File: src/rtl/present_stream_loader.sv
`default_nettype none
// ============================================================================
// Module      : present_stream_loader
// Description : Byte-stream front end for a combinational PRESENT-80 core.
//               Optional CBC chaining when PRESENT_CBC_EN is defined.
// Revision    : 1.0 - initial release
// ============================================================================
module present_stream_loader #(
    parameter int ENC_WAIT = 2
) (
    input  logic        clk,
    input  logic        rst,
    input  logic        key_load,
    input  logic [79:0] key_in,
    input  logic [63:0] iv_in,
    input  logic [7:0]  din,
    input  logic        din_valid,
    output logic        din_ready,
    output logic [7:0]  dout,
    output logic        dout_valid,
    input  logic        dout_ready,
    output logic        busy,
    output logic [79:0] core_k,
    output logic [63:0] core_m,
    input  logic [63:0] core_c
);

    localparam logic [1:0] c_st_load = 2'd0;
    localparam logic [1:0] c_st_enc  = 2'd1;
    localparam logic [1:0] c_st_out  = 2'd2;
    localparam logic [3:0] c_wait_last = 4'(ENC_WAIT - 1);

    logic [1:0]  r_state;
    logic [1:0]  w_state_next;
    logic [2:0]  r_byte_cnt;
    logic [3:0]  r_wait_cnt;
    logic [63:0] r_block;
    logic [79:0] r_key;
    logic [63:0] r_core_m;
    logic [63:0] r_ct;
    logic [63:0] w_block_next;
    logic [63:0] w_chain;

    assign w_block_next = {r_block[55:0], din};

`ifdef PRESENT_CBC_EN
    logic [63:0] r_chain;
    assign w_chain = r_chain;
`else
    logic w_unused_iv;
    assign w_unused_iv = ^iv_in;
    assign w_chain     = 64'd0;
`endif

    always_ff @(posedge clk or negedge rst) begin
        if (!rst) begin
            r_state <= c_st_load;
        end else begin
            r_state <= w_state_next;
        end
    end

    always_comb begin
        w_state_next = r_state;
        case (r_state)
            c_st_load: if (din_valid && r_byte_cnt == 3'd7) w_state_next = c_st_enc;
            c_st_enc:  if (r_wait_cnt == c_wait_last) w_state_next = c_st_out;
            c_st_out:  if (dout_ready && r_byte_cnt == 3'd7) w_state_next = c_st_load;
            default:   w_state_next = c_st_load;
        endcase
    end

    always_comb begin
        din_ready  = 1'b0;
        dout_valid = 1'b0;
        busy       = 1'b0;
        case (r_state)
            c_st_load: din_ready = 1'b1;
            c_st_enc:  busy = 1'b1;
            c_st_out: begin
                busy       = 1'b1;
                dout_valid = 1'b1;
            end
            default: ;
        endcase
    end

    assign dout   = r_ct[63:56];
    assign core_k = r_key;
    assign core_m = r_core_m;

    // The byte counter doubles as the output handshake counter in OUT.
    always_ff @(posedge clk or negedge rst) begin
        if (!rst) begin
            r_byte_cnt <= 3'd0;
            r_wait_cnt <= 4'd0;
            r_block    <= 64'd0;
            r_key      <= 80'd0;
            r_core_m   <= 64'd0;
            r_ct       <= 64'd0;
`ifdef PRESENT_CBC_EN
            r_chain    <= 64'd0;
`endif
        end else begin
            case (r_state)
                c_st_load: begin
                    // Re-keying only between blocks, so a partial block keeps one key.
                    if (key_load && r_byte_cnt == 3'd0) begin
                        r_key <= key_in;
`ifdef PRESENT_CBC_EN
                        r_chain <= iv_in;
`endif
                    end
                    if (din_valid) begin
                        r_block    <= w_block_next;
                        r_byte_cnt <= r_byte_cnt + 3'd1;
                        if (r_byte_cnt == 3'd7) begin
                            r_core_m <= w_block_next ^ w_chain;
                        end
                    end
                end
                c_st_enc: begin
                    if (r_wait_cnt == c_wait_last) begin
                        r_wait_cnt <= 4'd0;
                        r_ct       <= core_c;
`ifdef PRESENT_CBC_EN
                        r_chain    <= core_c;
`endif
                    end else begin
                        r_wait_cnt <= r_wait_cnt + 4'd1;
                    end
                end
                c_st_out: begin
                    if (dout_ready) begin
                        r_ct       <= {r_ct[55:0], 8'h00};
                        r_byte_cnt <= r_byte_cnt + 3'd1;
                    end
                end
                default: ;
            endcase
        end
    end

endmodule
`default_nettype wire
File: config.mk
export PLATFORM = sky130hd
export DESIGN_NAME = present_stream_loader
export DESIGN_NICKNAME = d
export VERILOG_FILES = /design/src/rtl/present_stream_loader.sv
export SDC_FILE = /design/constraint.sdc
export NUM_CORES = 1
export LEC_CHECK = 0
export CAP_MARGIN = 0
export CORE_AREA = 10 10 168 170
export DETAILED_ROUTE_END_ITERATION = 10
export DIE_AREA = 0 0 178 180
export GPL_ROUTABILITY_DRIVEN = 0
export PLACE_DENSITY_LB_ADDON = 0.08
export SYNTH_ARGS = -nofsm -noshare
export SYNTH_HDL_FRONTEND = slang
export SYNTH_SLANG_ARGS = --single-unit
export TNS_END_PERCENT = 5
File: constraint.sdc
create_clock -name clk -period 3.4 [get_ports clk]
set_clock_uncertainty 0.2 [all_clocks]
set_input_delay 1.02 -clock clk [delete_from_list [all_inputs] [get_ports clk]]
set_output_delay 1.02 -clock clk [all_outputs]
set_load 0.005 [all_outputs]
# Word level (Yosys, flattened, before mapping)
# Cells that the tools add are included.
[classes]
reduce_logical = 14
n_addsub = 2
eq_ne = 9
mux = 14
[ops]
columns = ["operator", "n"]
rows = [
  ["$mux W64", 2],
  ["$pmux W64 S2", 1],
  ["$reduce_and A3 Y1", 4],
  ["$ne A2 B2 Y1 const B", 5],
  ["$mux W2", 3],
  ["$mux W3", 2],
  ["$pmux W2 S3", 1],
  ["$pmux W3 S2", 1],
  ["$add A4 B1 Y4 const B", 1],
  ["$eq A4 B1 Y1 const B", 1],
  ["$mux W4", 1],
  ["$reduce_and A2 Y1", 2],
  ["$reduce_bool A2 Y1", 2],
  ["$add A3 B1 Y3 const B", 1],
  ["$eq A3 B3 Y1 const B", 1],
  ["$logic_and A1 B1 Y1", 3],
  ["$logic_not A3 Y1", 1],
  ["$mux W1", 3],
  ["$eq A2 B1 Y1 const B", 1],
  ["$eq A2 B2 Y1 const B", 1],
  ["$logic_not A2 Y1", 1],
  ["$reduce_or A2 Y1", 1],
]
[word_totals]
ff_bits = 273

# Logic depth before layout (Yosys ltp)
# Gate-level depths: netlist of run 1.
[depth]
ltp_word = 4
mapped_depth = 8

# Worst setup path before layout of run 1
# No wires, ideal clock.
[synth_path]
path_type = "reg2reg"
start = "register r_state[0]"
end = "register r_ct[54]"
synth_period_minus_slack_ns = 2.478
setup_ns = 0.125
setup_slack_ns = 0.922
arrival_ns = 2.153
path_buffers = 3
path_stages_with_launch = 8
t_required_ns = 3.075
path_cell_list = "dfrtp_1 > inv_1 > ha_1 > clkbuf_1 > clkbuf_1 > clkbuf_1 > mux2_2 > mux2_2"
[synth_via]
elab_chain_len = 3
word_cells_on_any_way = 7
[synth_lines]
columns = ["element", "line_no", "rtl"]
rows = [
  ["from (decl)", "33", "logic [1:0] r_state;"],
  ["from (signal assigned)", "57", "r_state <= c_st_load;"],
  ["from (signal assigned)", "59", "r_state <= w_state_next;"],
  ["$eq A2 B1 Y1 / $eq A2 B2 Y1 (equally long branches)", "105", "case (r_state)"],
  ["$ne A2 B2 Y1 (no source line) / $reduce_bool A2 Y1 (equally long branches)", "-", ""],
  ["$reduce_and A3 Y1 (no source line)", "-", ""],
  ["to (signal assigned)", "125", "r_ct <= core_c;"],
  ["to (signal assigned)", "135", "r_ct <= {r_ct[55:0], 8'h00};"],
  ["to (decl)", "40", "logic [63:0] r_ct;"],
]
# Several ways; a longest one is shown, not always the timed one.
# A chain may end at the register's enable or synchronous reset.

# Worst setup path after layout of run 1
[layout_path]
start = "register r_state[0]"
end = "output dout_valid"
[layout_via]
elab_chain_len = 2
[layout_lines]
columns = ["element", "line_no", "rtl"]
rows = [
  ["$eq A2 B2 Y1", "77", "case (r_state)"],
  ["$mux W1", "77", ""],
  ["to (decl)", "20", "output logic dout_valid,"],
]
# No other way between the ends.

==> impl_results.rst, run 1 <==
.. list-table::
   :header-rows: 1

   * - Metric
     - Value
   * - Result of the run
     - finished clean
   * - Number of standard cells in the layout, taps in and fillers out
     - 1,357
   * - Worst-skew pair later-pin latency
     - 530 ps
   * - P_leak
     - 6.937 nW
   * - Area fraction in compound gates after synthesis
     - 0.006537
   * - Via count of the routed design
     - 6,597
   * - Worst Setup EP
     - dout_valid
   * - Max-cap violations
     - 0
   * - Reg-to-reg slack, setup
     - 910 ps
   * - Pwr/cell area
     - 923.7 nW/µm²
   * - Most frequently used cell type in the post-synthesis netlist
     - sky130_fd_sc_hd__dfrtp_1
   * - Crit path buffers/inverters
     - 2
   * - Delay of the slowest cell on the worst path
     - 590 ps
   * - Total of cells resized after clock tree synthesis
     - 0
   * - WL per Instance
     - 19.91 µm
   * - Area growth from synthesis to final layout
     - 39.62%
   * - Total clock buffers created by CTS
     - 29
   * - I/O pins
     - 376
   * - Root Buffer Master
     - sky130_fd_sc_hd__clkbuf_16
   * - Proportion of power drawn by the clock network
     - 0.219
   * - Synth cell types
     - 28
   * - Cell count after synthesis
     - 693
   * - Iter 0 DRT Violations
     - 285
   * - Hold bufs inserted after CTS
     - 0
   * - Vias per cell
     - 4.861
   * - Mapped Avg Cell Area
     - 16.30 µm²
   * - Count of buffers added by post-CTS timing repair for setup
     - 0
   * - Number of nets in the layout
     - 1,231
   * - Depth of the worst register-to-register path
     - 5
   * - Overall routing resource usage
     - 0.1640
   * - Std-Cell Rows
     - 58
   * - Share of the cycle needed by the critical path after routing
     - 0.9317
   * - Number of antenna violations at the first check in global routing
     - 1
   * - Share of cell area taken by muxes after synthesis
     - 0.3376
   * - Reg2reg start
     - r_state[0]$_DFFE_PN0P_
   * - TritonCTS clock tree
     - done
   * - Max Fanout on Critical Path
     - 18
   * - PortBufs
     - 311
   * - Final WL
     - 27,010 µm
   * - Floorplan die width
     - 178 µm
   * - Dominant delay contributor by cell family on the critical path
     - buffers and inverters
   * - Power share of the combinational group
     - 0.393
   * - Starting Density
     - 0.4537
   * - Top cell types by occurrence after synthesis
     - 273 x sky130_fd_sc_hd__dfrtp_1, 270 x sky130_fd_sc_hd__mux2_2, 50 x sky130_fd_sc_hd__mux2_4
   * - Worst ir drop on vdd
     - 557.5 µV
   * - Fillers
     - 1,870
   * - Total clock sinks
     - 273
   * - Simple-Gate Fraction of Synth Area
     - 0.01518
   * - Crit-path cells
     - inv_1 > ha_4 > clkdlybuf4s50_1
   * - Switching part of the total
     - 0.2729
   * - Final critical delay including setup and external delays
     - 3168 ps
   * - Register share of total power
     - 0.388
   * - Required arrival time at the worst endpoint
     - 2180 ps
   * - Internal power summed over all cells
     - 10.59 mW
   * - Final count of negative-setup-slack endpoints
     - 0
   * - Post-synthesis cell area
     - 11,290 µm²
   * - Adder and majority gate portion of the synthesized area
     - 0.007755
   * - Category of the critical setup timing path
     - register to output port
   * - Post-synthesis xor/xnor area fraction
     - 0.003102
   * - Post-detailed-route count of antenna-violating nets
     - 0
   * - Upper clock frequency limit
     - 315.7 MHz
   * - Async set-or-reset flop fraction in the synthesized netlist
     - 1.000
   * - Share of cells above drive strength 1
     - 0.3776
   * - Total power
     - 14.56 mW
   * - Most used flip-flop cell after synthesis
     - sky130_fd_sc_hd__dfrtp_1
   * - Number of cells on the critical path
     - 3
   * - Relative max-transition margin
     - 0.5161
   * - Critical path origin
     - r_state[0]$_DFFE_PN0P_
   * - Bufs on Longest Clock Path
     - 3
   * - Dominant cells by area after synthesis
     - sky130_fd_sc_hd__dfrtp_1 60%, sky130_fd_sc_hd__mux2_2 27%, sky130_fd_sc_hd__mux2_4 6.6%
   * - Number of global-route vias before repair
     - 6,956
   * - Setup TNS Final
     - 0 ps
   * - HPWL after detailed placement
     - 19,620 µm
   * - DRC violations left
     - 0
   * - Die Area
     - 32,040 µm²
   * - Count of flip-flops with a built-in enable after synthesis
     - 0
   * - Biggest area consumer among synthesized cells
     - sky130_fd_sc_hd__dfrtp_1
   * - Wire length of the first global-routing pass
     - 41,870 µm
   * - Slowest library cell on the worst path
     - sky130_fd_sc_hd__clkdlybuf4s50_1
   * - GR Overflow Total
     - 0
   * - Height of the die
     - 180 µm
   * - Setup repair after global routing missed its margin
     - false
   * - Pin count of the biggest net entering global routing
     - 81
   * - Classification of the worst-slack hold path
     - input pin to async pin
   * - Number of H-tree branching levels
     - 1
   * - Worst path arrival time
     - 1950 ps
   * - Final hold viol count
     - 0
   * - Register bit count reported by yosys
     - 273
   * - Share of synthesized area occupied by flip-flops and latches
     - 0.6049
   * - Critical path startpoint category
     - register
   * - YS warnings
     - 0
   * - Placed cell count
     - 1,302
   * - Max Slew Vio Count
     - 0
   * - Synth top area share
     - 0.6049
   * - Transition time at the pin with the least slew margin
     - 725.9 ps
   * - Core footprint
     - 24,890 µm²
   * - Critical R2R Capture
     - r_ct[53]$_DFFE_PN0P_
   * - Clock transition at the registers of the reported paths
     - 60 ps
   * - Critical path capture point type
     - output port
   * - TritonRoute pass-1 iters
     - 4
   * - Net switching power figure
     - 3.975 mW
   * - Main combinational cell family by area after synthesis
     - multiplexers
   * - Synth Net Count
     - 921
==> metal layers <==
metal	GRT usage	part of all wire
met1	0.2120	0.43
met2	0.2686	0.47
met3	0.04359	0.077
met4	0.03769	0.017
met5	0	0
==> worst min path at each step <==
stage                                    start                     end
after floorplan           r_ct[53]$_DFFE_PN0P_    r_ct[53]$_DFFE_PN0P_
after global placement    r_ct[53]$_DFFE_PN0P_    r_ct[53]$_DFFE_PN0P_
after detailed placement  r_ct[53]$_DFFE_PN0P_    r_ct[53]$_DFFE_PN0P_
after CTS                                  rst  core_k[10]$_DFFE_PN0P_
after global routing                       rst  core_k[10]$_DFFE_PN0P_
final                                      rst  core_k[10]$_DFFE_PN0P_
==> power groups by stage <==
| stage | Sequential (mW) | Combinational (mW) | Clock (mW) |
|---|---|---|---|
| finish | 5.65 | 5.73 | 3.19 |
| CTS | 5.66 | 5.85 | 3.29 |
| global route | 5.86 | 6.16 | 3.43 |
| global placement | 5.65 | 5.74 | 0 |
| floorplan | 5.55 | 3.38 | 0 |
| detailed placement | 5.71 | 5.83 | 0 |
==> cells in the final DEF, fill, tap and decap left out, types with 2 or more instances in the layout <==
cell type,netlist,routed
sky130_fd_sc_hd__a221o_1,2,2
sky130_fd_sc_hd__clkbuf_1,30,5
sky130_fd_sc_hd__clkbuf_16,0,29
sky130_fd_sc_hd__buf_12,0,8
sky130_fd_sc_hd__nor2_1,2,2
sky130_fd_sc_hd__a21oi_1,2,2
sky130_fd_sc_hd__buf_4,8,4
sky130_fd_sc_hd__nand3_1,4,3
sky130_fd_sc_hd__dfrtp_1,273,273
sky130_fd_sc_hd__xnor2_1,3,3
sky130_fd_sc_hd__mux2_2,270,270
sky130_fd_sc_hd__inv_1,5,5
sky130_fd_sc_hd__nand2_1,6,5
sky130_fd_sc_hd__nor2b_1,10,10
sky130_fd_sc_hd__nand2b_1,3,3
sky130_fd_sc_hd__diode_2,0,2
sky130_fd_sc_hd__mux2_4,50,50
sky130_fd_sc_hd__clkdlybuf4s50_1,0,310
sky130_fd_sc_hd__clkbuf_8,0,10
sky130_fd_sc_hd__clkinv_2,0,5
sky130_fd_sc_hd__bufinv_16,0,2
sky130_fd_sc_hd__ha_1,7,6
==> through the flow <==
stage | worst slack [ps] | hold WS, ps | cell area (µm²) | utilization
floorplan | 921.8 | 252.2 | 11290 | -
global placement | 439.9 | 274.3 | 14770 | 0.5933
detailed placement | 436.5 | 282.2 | 14770 | 0.5933
CTS | 25.57 | 168.7 | 15750 | 0.6329
global route | 136.3 | 180.8 | 15770 | 0.6334
finish | 232.2 | 168.1 | 15770 | 0.6335
==> kinds of logic after synthesis <==
| family | count (synthesis) |
|---|---|
| AO/OA/AOI/OAI | 8 |
| XOR/XNOR | 4 |
| flip-flops | 273 |
| multiplexers | 322 |
| buffers and inverters | 49 |
| adder cells (fa/ha/maj) | 7 |
| AND/OR/NAND/NOR | 30 |
==> registers in the layout, summed over array words and instances (netlist names) <==
signal      flops
r_wait_cnt      4
core_k         80
core_m         64
r_byte_cnt      3
r_ct           64
r_state         2
r_block        56
==> cell type report <==
type,count,area (µm²),share of cell area
Sequential cell,273,6832,0.4333
Multi-Input combinational cell,371,4208,0.2669
Timing Repair Buffer,323,3308,0.2098
Clock buffer,44,882.1,0.05594
Tap cell,330,412.9,0.02619
Clock inverter,9,101.3,0.006428
Inverter,5,18.77,0.001190
Antenna cell,2,5.005,0.0003174
No activity file was read; power rests on OpenSTA's default activity.
==> run 2, diff against run 1 <==
--- a/config.mk
+++ b/config.mk
@@ -6,9 +6,11 @@
 export NUM_CORES = 1
 export LEC_CHECK = 0
 export CAP_MARGIN = 0
-export CORE_AREA = 10 10 168 170
+export CELL_PAD_IN_SITES_DETAIL_PLACEMENT = 1
+export CELL_PAD_IN_SITES_GLOBAL_PLACEMENT = 1
+export CORE_AREA = 10 10 186 188
 export DETAILED_ROUTE_END_ITERATION = 10
-export DIE_AREA = 0 0 178 180
+export DIE_AREA = 0 0 196 198
 export GPL_ROUTABILITY_DRIVEN = 0
 export PLACE_DENSITY_LB_ADDON = 0.08
 export SYNTH_ARGS = -nofsm -noshare
==> run 2 against run 1 <==
Net effect:
- utilization shrank 12 points
- critical endpoint is now busy
- largest power group unchanged
- highest routed layer unchanged
- combinational power grew 1%
- register-to-register slack lost 180 ps
==> impl_results.rst, run 2 (synthesis gave the netlist of run 1 again) <==
.. list-table::
   :header-rows: 1

   * - Metric
     - Value
   * - Number of antenna violations at the first check in global routing
     - 3
   * - Worst Hold Slack
     - 181.7 ps
   * - Pin count of the biggest net entering global routing
     - 81
   * - Result of the run
     - finished clean
   * - Share of the cycle needed by the critical path after routing
     - 0.9110
   * - DRC violations left
     - 0
   * - Post-detailed-route count of antenna-violating nets
     - 0
   * - Max-cap violations
     - 0
   * - Upper clock frequency limit
     - 322.8 MHz
   * - Hold bufs inserted after CTS
     - 0
   * - Worst ir drop on vdd
     - 501.5 µV
   * - Category of the critical setup timing path
     - register to output port
   * - Std-Cell Rows
     - 65
   * - Overall routing resource usage
     - 0.1479
   * - Transition time at the pin with the least slew margin
     - 518.8 ps
   * - Crit path buffers/inverters
     - 2
   * - Root Buffer Master
     - sky130_fd_sc_hd__clkbuf_16
   * - Total of cells resized after clock tree synthesis
     - 0
   * - Number of standard cells in the layout, taps in and fillers out
     - 1,426
   * - Commonest cells after routing, fill and taps aside
     - 310 x sky130_fd_sc_hd__clkdlybuf4s50_1, 273 x sky130_fd_sc_hd__dfrtp_1, 270 x sky130_fd_sc_hd__mux2_2
   * - Setup TNS Final
     - 0 ps
   * - Max Slew Vio Count
     - 0
   * - Final critical delay including setup and external delays
     - 3097 ps
   * - I/O pins
     - 376
   * - Vias per cell
     - 4.720
   * - Slowest library cell on the worst path
     - sky130_fd_sc_hd__clkdlybuf4s50_1
   * - Relative max-transition margin
     - 0.6541
   * - Final core occ
     - 0.5101
   * - Worst path arrival time
     - 1880 ps
   * - Area of all sequential standard cells
     - 6832 µm²
   * - Number of H-tree branching levels
     - 1
   * - HPWL after detailed placement
     - 21,370 µm
   * - Reg-to-reg slack, setup
     - 730 ps
   * - Area growth from synthesis to final layout
     - 40.34%
   * - Largest register FFs
     - 80
   * - Total clock sinks
     - 273
   * - WL per Instance
     - 20.87 µm
   * - Number of global-route vias before repair
     - 7,181
   * - Leading cell type in the layout, fill and taps excluded
     - sky130_fd_sc_hd__clkdlybuf4s50_1
   * - Via count of the routed design
     - 6,731
   * - Bufs on Longest Clock Path
     - 3
   * - TritonRoute pass-1 iters
     - 4
   * - Iter 0 DRT Violations
     - 239
   * - Dominant delay contributor by cell family on the critical path
     - buffers and inverters
   * - Placed cell count
     - 1,373
   * - Die Area
     - 38,810 µm²
   * - Critical path capture point type
     - output port
   * - Max Fanout on Critical Path
     - 3
   * - Critical path startpoint category
     - register
   * - Count of buffers added by post-CTS timing repair for setup
     - 0
   * - Placed cell area
     - 14,850 µm²
   * - Classification of the worst-slack hold path
     - input pin to async pin
   * - Core footprint
     - 31,070 µm²
   * - Final WL
     - 29,760 µm
   * - Wire length of the first global-routing pass
     - 45,450 µm
   * - Pwr/cell area
     - 928.1 nW/µm²
   * - Clock transition at the registers of the reported paths
     - 60 ps
   * - Final hold viol count
     - 0
   * - Setup repair after global routing missed its margin
     - false
   * - PortBufs
     - 311
   * - Setup slack at placement
     - 387.4 ps
   * - Fillers
     - 2,982
   * - Design Area, Final
     - 15,850 µm²
   * - Required arrival time at the worst endpoint
     - 2180 ps
   * - Share of cells above drive strength 1
     - 0.3757
   * - Total power
     - 14.71 mW
   * - P_leak
     - 6.933 nW
   * - Total clock buffers created by CTS
     - 31
   * - Floorplan die width
     - 196 µm
   * - Worst-skew pair later-pin latency
     - 550 ps
   * - Delay of the slowest cell on the worst path
     - 560 ps
   * - Starting Density
     - 0.3635
   * - Final count of negative-setup-slack endpoints
     - 0
   * - TritonCTS clock tree
     - done
   * - Crit-path cells
     - inv_1 > ha_1 > clkdlybuf4s50_1
   * - GR Overflow Total
     - 0
   * - Height of the die
     - 198 µm
   * - Area taken by multi-input logic gates
     - 4208 µm²
   * - Min setup slack post-route
     - 302.6 ps
   * - Number of nets in the layout
     - 1,232
[run 2: final timing paths]
check	start	to	cells after the start
worst min register to register	r_ct[53]$_DFFE_PN0P_	r_ct[53]$_DFFE_PN0P_	1
worst min-delay path	rst	core_k[15]$_DFFE_PN0P_	1
worst max register to register	r_state[0]$_DFFE_PN0P_	r_ct[62]$_DFFE_PN0P_	7
max in group asynchronous	rst	core_k[0]$_DFFE_PN0P_	2
worst max-delay path	r_state[1]$_DFFE_PN0P_	busy	3
min in group clk	r_ct[53]$_DFFE_PN0P_	r_ct[53]$_DFFE_PN0P_	1
[run 2: per-layer routing]
metal / track usage / share of wire / vias to the layer above
met5: 0 / 0 / -
met4: 0.03139 / 0.012 / 0
met3: 0.04888 / 0.079 / 27
met2: 0.2346 / 0.46 / 217
met1: 0.1929 / 0.45 / 3412
li1: - / - / 3075
[run 2: power breakdown]
group	leakage [nW]	internal, mW	switching [mW]	total, mW
clock	0.494	1.96	1.28	3.24
sequential	3.38	4.80	0.860	5.66
combinational	3.06	3.85	1.96	5.81
total	6.93	10.6	4.09	14.7
[run 2: area by class of cell]
type                            count  area share
Antenna cell                        2   0.0003158
Clock buffer                       47     0.05968
Sequential cell                   273      0.4310
Clock inverter                      4    0.003079
Timing Repair Buffer              322      0.2075
Multi-Input combinational cell    371      0.2655
Inverter                            5    0.001184
Tap cell                          402     0.03174
==> patch 1 (settings of run 1) <==
Add an input register stage for `key_in`; this delays it by one clock. The other inputs are not delayed to match.
--- a/src/rtl/present_stream_loader.sv
+++ b/src/rtl/present_stream_loader.sv
@@ -29,6 +29,12 @@
     localparam logic [1:0] c_st_enc  = 2'd1;
     localparam logic [1:0] c_st_out  = 2'd2;
     localparam logic [3:0] c_wait_last = 4'(ENC_WAIT - 1);
+
+    logic [79:0] key_q;
+
+    always_ff @(posedge clk) begin
+        key_q <= key_in;
+    end
 
     logic [1:0]  r_state;
     logic [1:0]  w_state_next;
@@ -106,7 +112,7 @@
                 c_st_load: begin
                     // Re-keying only between blocks, so a partial block keeps one key.
                     if (key_load && r_byte_cnt == 3'd0) begin
-                        r_key <= key_in;
+                        r_key <= key_q;
 `ifdef PRESENT_CBC_EN
                         r_chain <= iv_in;
 `endif
Formal check against the unedited RTL: not equivalent (Yosys sat finds a counterexample within 4 cycles, from zero or initial values and one cycle with rst low).
==> patch 1 against run 1 <==
  * Final area up 10%
  * Total power up 9.3%
  * Largest power group is now registers
  * Highest routed layer unchanged
  * Sequential cell count up 80
  * Worst setup slack better by 0.0050 ns
  * Count of clock-buffer cells in the layout up 12
  * Area after synthesis up 12%
  * First-iteration DRC count down 13%
  * Critical path depth up 1
  * Global-route usage up 1.5 points
  * Combinational power down 4.9%
  * Wire length up 6.5%
  * Synthesized cell count up 11%
==> patch 1: results (changes against run 1) <==
[placed_design]
pre_cts_slack_ns=0.3744  ; was 0.4365 ns
hpwl_mm=20.49  ; was 19.62 mm
dpl-instance-area_um2=16250  ; was 14770 um2

[worst_setup_path]
r2r_slack_ns=0.84  ; was 0.91 ns
reg2reg_to=r_ct[11]$_DFFE_PN0P_  ; was r_ct[53]$_DFFE_PN0P_
startpoint=r_state[1]$_DFFE_PN0P_  ; was r_state[0]$_DFFE_PN0P_
path_max_fanout=12  ; was 18
endpoint=din_ready  ; was dout_valid
max_stage_delay_ns=0.61  ; was 0.59 ns

[drt]
wl_met1_mm=11.66  ; was 11.70 mm
routedWlPerCell_um=19.84  ; was 19.91 um
drt-vias-per-instance=4.937  ; was 4.861

[yosys]
synth-async-reset-ratio_pct=77.34  ; was 100.0%
synthTopCellsByArea=dfrtp_1, mux2_2, dfxtp_1  ; was dfrtp_1, mux2_2, mux2_4
synth_cells=772  ; was 693
synth_xor_area_share_pct=0.2763  ; was 0.3102%
synth-compound-area-share_pct=0.5822  ; was 0.6537%
synthTopCellsByCount=mux2_2, dfrtp_1, dfxtp_1, clkbuf_1, nor2b_1  ; was dfrtp_1, mux2_2, mux2_4, clkbuf_1, nor2b_1
synth_fa_ha_area_share_pct=0.6907  ; was 0.7755%
syn_nets=1000  ; was 921
yosysSeqAreaShare_pct=66.51  ; was 60.49%

[timing]
worst_slack_ns=0.2372  ; was 0.2322 ns
fin_hold_ws_ns=0.2492  ; was 0.1681 ns
tightest_slew_ns=0.6540  ; was 0.7259 ns

[grt]
grt_use_met1_pct=21.72  ; was 21.20%
grt_max_degree=80  ; was 81
grt_pass1_wl_mm=45.23  ; was 41.87 mm
antenna_found_initial=0  ; was 1

[cts]
worstSkewPairLatency_ns=0.50  ; was 0.53 ns
cts_made_buffers=36  ; was 29
htreeDepth=2  ; was 1

[pwr]
p_leak_nw=7.513  ; was 6.937 nW
combPwrFrac_pct=34.2  ; was 39.3%
clockPowerShare_pct=23.8  ; was 21.9%
irDropWorstVdd_mv=0.6249  ; was 0.5575 mV

[finish]
num-fill-cells=1779  ; was 1870
nets=1324  ; was 1231
layout-drive-gt1-share_pct=35.03  ; was 37.76%

[run_status]
status=complete, no violations  ; unchanged

==> patch 1: cell types whose count changed after synthesis, moves of 2 or more <==
cell      before  now
mux2_2       270  317
mux2_1         1    5
buf_8          6    0
dfxtp_1        0   80
buf_6          0    6
clkbuf_1      30   28
mux2_4        50    0
==> patch 1: area by class of cell <==
| type | instances | area, um2 | share of cell area (%) |
|---|---|---|---|
| flip-flops and latches | 353 | 8433 | 48.48 |
| clock inverters | 5 | 50.05 | 0.2877 |
| repair buffers | 330 | 3386 | 19.46 |
| clock buffers | 56 | 1089 | 6.258 |
| diodes | 1 | 2.502 | 0.01439 |
| well taps | 330 | 412.9 | 2.374 |
| multi-input cells | 371 | 4008 | 23.04 |
| inverters | 4 | 15.01 | 0.08631 |
==> patch 1: worst reg2reg max path, cell delays in order, from the launching register on <==
cell and delay, ns:
dfrtp_1 0.41, inv_1 0.09, ha_2 0.17, buf_4 0.36, buf_4 0.52, mux2_2 0.41, mux2_1 0.29
==> patch 2 (config.mk and constraints of run 1) <==
Made on the original files. Add a define of `PRESENT_CBC_EN`.
--- a/src/rtl/present_stream_loader.sv
+++ b/src/rtl/present_stream_loader.sv
@@ -5,6 +5,8 @@
 //               Optional CBC chaining when PRESENT_CBC_EN is defined.
 // Revision    : 1.0 - initial release
 // ============================================================================
+`define PRESENT_CBC_EN
+
 module present_stream_loader #(
     parameter int ENC_WAIT = 2
 ) (
Check against the original RTL: not equivalent (a bounded check fails within 10 cycles, from zero or initial values and one cycle with rst low).
==> patch 2 against run 1 <==
  * Final area grew 25%
  * Worst hold slack better by 0.073 ns
  * Total power increased by 26%
  * Wire length rose by 63%
  * Largest power group is now registers
  * Sequential cell count is 64 higher
  * Worst setup slack better by 0.14 ns
  * Sequential power rose by 29%
  * Area after synthesis is 28% higher
  * Critical path type unchanged
  * Critical path depth unchanged
  * Combinational power grew 23%
  * Core utilization up 16 points
  * Non-clock buffer count increased by 74
  * Clock power rose by 27%
==> patch 2: results (changes against run 1) <==
[drt]
drtIter0Drc=730  ; was 285
routedWlPerCell_um=22.79  ; was 19.91 um
drt-vias-per-instance=5.541  ; was 4.861
vias=10690  ; was 6597

[placed_design]
hpwl_mm=31.12  ; was 19.62 mm
port_buffers=375  ; was 311
place_inst=1861  ; was 1302
pre_cts_slack_ns=0.4604  ; was 0.4365 ns

[grt]
grt_pass1_wl_mm=67.57  ; was 41.87 mm
grt_max_degree=129  ; was 81
grt_use_total_pct=27.09  ; was 16.40%
met2_usage_pct=44.12  ; was 26.86%
globalRouteMet3Util_pct=8.718  ; was 4.359%
antenna_found_initial=8  ; was 1
grt_pass1_vias=11530  ; was 6956

[worst_setup_path]
rr_worst_depth=6  ; was 5
endpoint=busy  ; was dout_valid
critPathArrivalTime_ns=1.81  ; was 1.95 ns
r2r_slack_ns=0.77  ; was 0.91 ns
path_max_fanout=3  ; was 18
reg2reg_to=r_chain[23]$_DFFE_PN0P_  ; was r_ct[53]$_DFFE_PN0P_
startpoint=r_state[1]$_DFFE_PN0P_  ; was r_state[0]$_DFFE_PN0P_

[finish]
layout-drive-gt1-share_pct=20.31  ; was 37.76%
nets=1796  ; was 1231

[pwr]
p_switching_mw=5.852  ; was 3.975 mW
irDropWorstVdd_mv=0.5917  ; was 0.5575 mV
p_leak_nw=8.390  ; was 6.937 nW

[run_status]
status=complete, no violations  ; unchanged

[timing]
finalCritPeriodShare_pct=89.04  ; was 93.17%

[yosys]
syn_nets=1449  ; was 921
yosysSeqAreaShare_pct=58.48  ; was 60.49%
synth_area_per_cell_um2=11.80  ; was 16.30 um2

[cts]
worstSkewPairLatency_ns=0.51  ; was 0.53 ns
htreeDepth=2  ; was 1
cts_made_buffers=36  ; was 29

patch 2: cell type report:
class	instances	area share, %
timing repair buffer	397	20.51
sequential	337	42.73
antenna	5	0.06339
clock buffer	55	5.388
inverter	5	0.09509
tap	330	2.092
clock inverter	9	0.7734
multi-input combinational	792	28.35
patch 2: cells by family (layout without fill, tap and decap cells):
logic type	count (synthesis)	in the layout	synth area share (%)
other cells	0	5	0
flops	337	337	58.48
xor+xnor	68	68	4.130
mux	178	178	13.88
simple gates	400	400	11.97
fa+ha+maj	6	6	0.5206
compound gates	140	140	8.000
buf+inv	93	466	3.011
patch 2: routing by layer:
layer	part of all wire, %	routed length (um)
met2	49	21420
met3	8.6	3795
met1	39	17130
met4	3.6	1601
met5	0.098	43
patch 2: how the worst min path moves through the flow:
stage,slack (ns),cells past startpoint,startpoint,to
floorplan,0.25,1,r_wait_cnt[0]$_DFFE_PN0P_,r_wait_cnt[0]$_DFFE_PN0P_
global placement,0.26,2,core_k[67]$_DFFE_PN0P_,core_k[67]$_DFFE_PN0P_
detailed placement,0.26,2,core_k[59]$_DFFE_PN0P_,core_k[59]$_DFFE_PN0P_
CTS,0.25,1,rst,core_m[20]$_DFFE_PN0P_
global route,0.26,1,rst,core_m[20]$_DFFE_PN0P_
finish,0.24,1,rst,core_m[20]$_DFFE_PN0P_
patch 2: power by group through the flow:
stage / sequential, mW / combinational [mW] / clock [mW]
after floorplan: 6.89 / 4.15 / 0
after global placement: 7.19 / 6.81 / 0
after detailed placement: 7.27 / 7.03 / 0
after CTS: 7.25 / 7.11 / 4.09
after global routing: 7.47 / 7.66 / 4.25
final: 7.27 / 7.03 / 4.04
patch 2: metrics by stage:
| step | total power, mW | instance area [um2] | util [%] | hold WS, ns |
|---|---|---|---|---|
| finish | 18.34 | 19740 | 79.30 | 0.2412 |
| global route | 19.38 | 19740 | 79.29 | 0.2590 |
| CTS | 18.45 | 19730 | 79.25 | 0.2461 |
| detailed placement | 14.30 | 18510 | 74.36 | 0.2622 |
| global placement | 14.00 | 18510 | 74.36 | 0.2570 |
| floorplan | 11.04 | 14420 | - | 0.2453 |
